## src/rtl/jtdd_mcu_pkg.sv

```systemverilog
// Shared definitions for the main-CPU / MCU shared-RAM arbiter.
// State encoding, default timing constants and the timer control bundle.
package jtdd_mcu_pkg;

  localparam logic [7:0] TOUT_DEF = 8'd200;
  localparam logic [2:0] GAP_DEF  = 3'd4;

  typedef enum logic [2:0] {
    IDLE  = 3'd0,
    HALT  = 3'd1,
    GRANT = 3'd2,
    REL   = 3'd3,
    NMI   = 3'd4
  } state_t;

  // FSM -> timer control: run the halt timeout, load the inter-halt gap
  typedef struct packed {
    logic tout_run;
    logic gap_load;
  } tmr_ctl_t;

endpackage

```

## src/rtl/jtdd_mcu_arb_tmr.sv

```systemverilog
// Timeout and gap counters for the MCU arbiter.
// The timeout counter runs only while tout_run is high and sits at zero otherwise,
// so every entry into HALT starts from zero. It saturates instead of wrapping.
// The gap counter loads GAP on request (independent of cen) and drains to zero.
module jtdd_mcu_arb_tmr
  import jtdd_mcu_pkg::*;
#(
  parameter logic [7:0] TOUT = TOUT_DEF,
  parameter logic [2:0] GAP  = GAP_DEF
) (
  input  logic     clk,
  input  logic     rstb,
  input  logic     cen,
  input  tmr_ctl_t ctl,
  output logic     tout_exp,
  output logic     gap_zero
);

  logic [7:0] tmo_q;
  logic [2:0] gap_q;

  // timeout count while halting, gap countdown after a release
  always_ff @(posedge clk or negedge rstb) begin
    if (!rstb) begin
      tmo_q <= 8'd0;
      gap_q <= 3'd0;
    end else begin
      if (!ctl.tout_run)
        tmo_q <= 8'd0;
      else if (cen && tmo_q != 8'hFF)
        tmo_q <= tmo_q + 8'd1;
      if (ctl.gap_load)
        gap_q <= GAP;
      else if (cen && gap_q != 3'd0)
        gap_q <= gap_q - 3'd1;
    end
  end

  assign tout_exp = (tmo_q >= TOUT);
  assign gap_zero = (gap_q == 3'd0);

endmodule

```

## src/rtl/jtdd_mcu_arb.sv

```systemverilog
// Shared-RAM arbiter between the main CPU and the MCU.
// Halts the MCU on a main CPU request, grants the RAM once the MCU acknowledges,
// enforces a minimum run gap between halts and forwards one-deep buffered NMIs.
// Optional build macro JTDD_MCUARB_STATS_EN adds saturating grant/timeout counters.
module jtdd_mcu_arb
  import jtdd_mcu_pkg::*;
#(
  parameter logic [7:0] TOUT = TOUT_DEF,
  parameter logic [2:0] GAP  = GAP_DEF
) (
  input  logic        clk,
  input  logic        rstb,
  input  logic        cen6,
  input  logic        main_req,
  input  logic        nmi_req,
  output logic        main_ack,
  output logic        mcu_halt,
  input  logic        mcu_halted,
  output logic        mcu_nmi_set,
  output logic        busy,
`ifdef JTDD_MCUARB_STATS_EN
  output logic [15:0] grant_cnt,
  output logic [7:0]  tout_cnt,
`endif
  output logic        tout_err
);

  state_t   state;
  logic     ack_q;
  logic     nmi_pend;
  logic     nmi_any;
  logic     tout_exp;
  logic     gap_zero;
  tmr_ctl_t tmr_ctl;

  // a request arriving this cycle counts as pending, so it can win over main_req
  assign nmi_any = nmi_pend | nmi_req;

  assign tmr_ctl.tout_run = (state == HALT);
  assign tmr_ctl.gap_load = (state == REL) && !mcu_halted;

  jtdd_mcu_arb_tmr #(.TOUT(TOUT), .GAP(GAP)) u_tmr (
    .clk      (clk),
    .rstb     (rstb),
    .cen      (cen6),
    .ctl      (tmr_ctl),
    .tout_exp (tout_exp),
    .gap_zero (gap_zero)
  );

  // arbitration FSM with registered handshake outputs and the NMI pending flag
  always_ff @(posedge clk or negedge rstb) begin
    if (!rstb) begin
      state       <= IDLE;
      ack_q       <= 1'b0;
      mcu_halt    <= 1'b0;
      mcu_nmi_set <= 1'b0;
      tout_err    <= 1'b0;
      nmi_pend    <= 1'b0;
    end else begin
      mcu_nmi_set <= 1'b0;
      if (nmi_req) nmi_pend <= 1'b1;
      case (state)
        IDLE: begin
          if (nmi_any) begin
            // consume one request; a second one on this edge stays pending
            state       <= NMI;
            mcu_nmi_set <= 1'b1;
            nmi_pend    <= nmi_pend & nmi_req;
          end else if (main_req && gap_zero) begin
            state    <= HALT;
            mcu_halt <= 1'b1;
          end
        end
        HALT: begin
          if (mcu_halted) begin
            state <= GRANT;
            ack_q <= 1'b1;
          end else if (tout_exp) begin
            state    <= REL;
            mcu_halt <= 1'b0;
            tout_err <= 1'b1;
          end
        end
        GRANT: begin
          if (!main_req) begin
            state    <= REL;
            ack_q    <= 1'b0;
            mcu_halt <= 1'b0;
          end
        end
        REL: begin
          if (!mcu_halted) begin
            if (nmi_any) begin
              state       <= NMI;
              mcu_nmi_set <= 1'b1;
              nmi_pend    <= nmi_pend & nmi_req;
            end else begin
              state <= IDLE;
            end
          end
        end
        NMI:     state <= IDLE;
        default: state <= IDLE;
      endcase
    end
  end

  // never present a grant the MCU is not currently acknowledging
  assign main_ack = ack_q & mcu_halted;
  assign busy     = (state != IDLE);

`ifdef JTDD_MCUARB_STATS_EN
  // saturating event counters for grants and halt timeouts
  always_ff @(posedge clk or negedge rstb) begin
    if (!rstb) begin
      grant_cnt <= 16'd0;
      tout_cnt  <= 8'd0;
    end else if (state == HALT) begin
      if (mcu_halted) begin
        if (grant_cnt != 16'hFFFF) grant_cnt <= grant_cnt + 16'd1;
      end else if (tout_exp) begin
        if (tout_cnt != 8'hFF) tout_cnt <= tout_cnt + 8'd1;
      end
    end
  end
`endif

endmodule

```

## config.mk

```make
export PLATFORM = sky130hd
export DESIGN_NAME = jtdd_mcu_arb
export DESIGN_NICKNAME = d
export VERILOG_FILES = /design/src/rtl/jtdd_mcu_pkg.sv /design/src/rtl/jtdd_mcu_arb_tmr.sv /design/src/rtl/jtdd_mcu_arb.sv
export SDC_FILE = /design/constraint.sdc
export NUM_CORES = 1
export LEC_CHECK = 0
export BUFFER_PORTS_ARGS = -buffer_cell sky130_fd_sc_hd__buf_4
export CORE_MARGIN = 2
export CORE_UTILIZATION = 56
export CTS_CLUSTER_SIZE = 24
export DETAILED_ROUTE_END_ITERATION = 10
export GPL_ROUTABILITY_DRIVEN = 0
export HOLD_SLACK_MARGIN = 0.03
export PLACE_DENSITY = 0.76
export SLEW_MARGIN = 0
export SYNTH_ARGS = -nofsm -noshare
export SYNTH_HDL_FRONTEND = slang
export SYNTH_SLANG_ARGS = --single-unit
```

## constraint.sdc

```tcl
create_clock -name clk -period 1.5 [get_ports clk]
set_input_delay 0.3 -clock clk [delete_from_list [all_inputs] [get_ports clk]]
set_output_delay 0.3 -clock clk [all_outputs]
set_load 0.01 [all_outputs]
```

==> reports/qor.csv <==
metric,value,unit
post-synthesis register bit count,19,
Hold Fails Final Rpt,0,
post-synth top area share,44.7,%
H-tree lvl count,1,
Max Slew Vio Count,0,
ant diodes,0,
I/O Buffers,10,
register area share after synthesis,44.7,%
RSZ-0062 raised after global routing,yes,
clk sinks,19,
# IOs,11,
CP arrival,1.13,ns
setup TNS,0,ns
sw frac,36.1,%
mux share of post-synthesis cell area,0.940,%
Place WS,0.104,ns
Initial Util,60.4,%
TritonCTS buffer count,3,
worst setup margin,0.0651,ns
Avg Inst Size Synth,9.77,um^2
Post-synth top flop,dfrtp_1,
Max Freq,0.697,GHz
Post-synth EDFFs,0,
critical path class,flop to output port,
remaining antenna violation count,0,
final worst clock skew,0.0107,ns
max-cap viol count,0,
largest net degree at the start of global routing,20,
"reg-to-reg slack, setup",0.10,ns
Clock Path Buffers,2,
slowest CP cell,dfrtp_2,
first-pass GRT wire length,3040,um
# setup viols final,0,
VDD IR max,0.000654,V
met2 usage in global routing,31.1,%
final wirelength,1980,um
M1 GR Usage,26.3,%
Slew @ Worst Pin,0.330,ns
overall routing resource usage,19.2,%
Clock Tree Root,clkbuf_4,
Leakage,0.560,nW
initial antenna violation count,0,
share of flip-flops with an asynchronous set or reset,100,%
Yosys warning total,0,
most instantiated cells after synthesis,"dfrtp_1, nor2_1, nand2_1, inv_1, nor3_1",
number of iterations in the first detailed-routing pass,4,
die height,47.6,um
Worst EP required,1.20,ns
Worst Reg2Reg Path Length in Cells,4,
Synth Area in Compound Gates,16.2,%
GRT Residual Overflow,0,
"critical path, cell by cell","nor3_4, inv_2, buf_6",
wire length per cell,13.1,um
fin crit share,95.7,%
later-pin clock latency in the skew report,0.29,ns
DRC,0,
Slowest Stage Delay on Critical Path,0.45,ns
Synth area leaders,"dfrtp_1, nor2_1, ha_1, nand2_1, inv_1",
GR Util met3,3.40,%
vias in the first global route,713,
Die Area,2270,um^2
top-count cell post-synth,dfrtp_1,
Tmin final,1.43,ns
syn nets,119,
vias per cell,5.38,
crit path launch type,flop,
Clock power frac,14.8,%
layout cell share with drive strength beyond 1,24.6,%
cell depth of the worst hold path,3,
Combinational Power Share,41.1,%
CTS tree,done,
busiest grt layer,met2,
Die Wd,47.6,um
PwrDens,1400,nW/um^2
min-delay worst type,primary input to flop,
Rows,15,
Slew headroom,77.9,%
clk slew on worst S/H paths,0.11,ns
Syn Inst Count,109,
post-synthesis simple-gate area fraction,23.6,%
largest area contributor in the netlist,dfrtp_1,
detailed placement HPWL,1440,um
final core occ,70.1,%
drt initial violations,12,
status,finished clean,
crit end category,output port,
fin nets,137,
Flop pwr share,44.1,%
largest family of logic cells by synthesized area,simple AND/OR/NAND/NOR gates,
XOR/XNOR share of the synthesized area,4.94,%
Post-Synthesis Cell Area,1060,um^2
post-synthesis adder-cell area fraction,4.70,%
NetSw,627,uW
area of the core,1760,um^2
Int Pwr,1.11,mW
Synth-to-Final Area Change,16.2,%
unique cell type count in the Yosys netlist,40,
total number of vias,812,
worst-path fanout max,3,
[state kept, by name, indices dropped and copies added, names as in the netlist]
signal	flops
nmi_pend	1
mcu_halt	1
u_tmr.tmo_q	8
tout_err	1
ack_q	1
u_tmr.gap_q	3
state	3
mcu_nmi_set	1
[area by class of cell]
cell class                 instances  area [um^2]
timing repair buffer              16          126
clock buffer                       4         26.3
sequential                        19          479
multi-input combinational         80          548
fill                             141          527
inverter                           7         26.3
tap                               25         31.3
[what timing repair did]
action / in CTS / in global routing
endpoints found under the setup margin: 1 / 1
setup buffers: 0 / 3
hold endpoints to repair: 19 / 0
hold buffers: 1 / 0
gates resized for setup: 3 / 4
pin swaps: 0 / 1
[power groups by stage]
stage | Sequential, mW | Combinational (mW) | Clock [mW]
finish | 0.765 | 0.714 | 0.257
global route | 0.781 | 0.797 | 0.282
CTS | 0.775 | 0.642 | 0.262
detailed placement | 0.768 | 0.621 | 0
global placement | 0.759 | 0.601 | 0
floorplan | 0.727 | 0.490 | 0
[placed cells by master (no fill, tap or decap), types with 2 or more instances in the layout]
master and instances:
a21oi_1 3, dfrtp_1 16, buf_4 14, nand3_1 3
xor2_1 3, a211oi_1 2, clkbuf_4 3, nor3_1 4
nand3b_1 3, nor2_1 15, o31ai_1 2, o211ai_1 2
o21ai_1 3, inv_1 6, a22o_1 2, ha_1 4
nand2_1 8, xnor2_1 3, dfrtp_2 3
[cells by family after synthesis]
logic type	Yosys count
AO/OA/AOI/OAI	22
XOR/XNOR	6
adder cells (fa/ha/maj)	4
buffers and inverters	10
flip-flops	19
multiplexers	1
AND/OR/NAND/NOR	47
[worst max-delay path: cells and delay by family (launching register included)]
family / cells / cell delay (ns)
flip-flops: 1 / 0.45
AND/OR/NAND/NOR: 1 / 0.24
buffers and inverters: 2 / 0.17
[stage by stage]
step	instance area, um^2	cells	power (mW)	hold slack (ns)
CTS	1210	148	1.68	0.256
global placement	1160	143	1.36	0.185
finish	1240	151	1.74	0.260
detailed placement	1160	143	1.39	0.188
floorplan	1060	109	1.22	0.00441
global route	1240	151	1.86	0.249
[final timing paths]
| path | end | start |
|---|---|---|
| setup / recovery | busy | state[0] |
| hold / removal | ack_q | main_req |
| setup reg to reg | state[0] | u_tmr.tmo_q[5] |
| hold reg to reg | tout_err | tout_err |
| max in group asynchronous | state[0] | rstb |
| min in group asynchronous | u_tmr.gap_q[1] | rstb |
[metal layers]
layer,wire length [um],up-vias
li1,-,412
met1,967,390
met2,957,8
met3,43,2
met4,14,0
met5,0,-
Note: power is estimated with default switching activity, not from simulation.
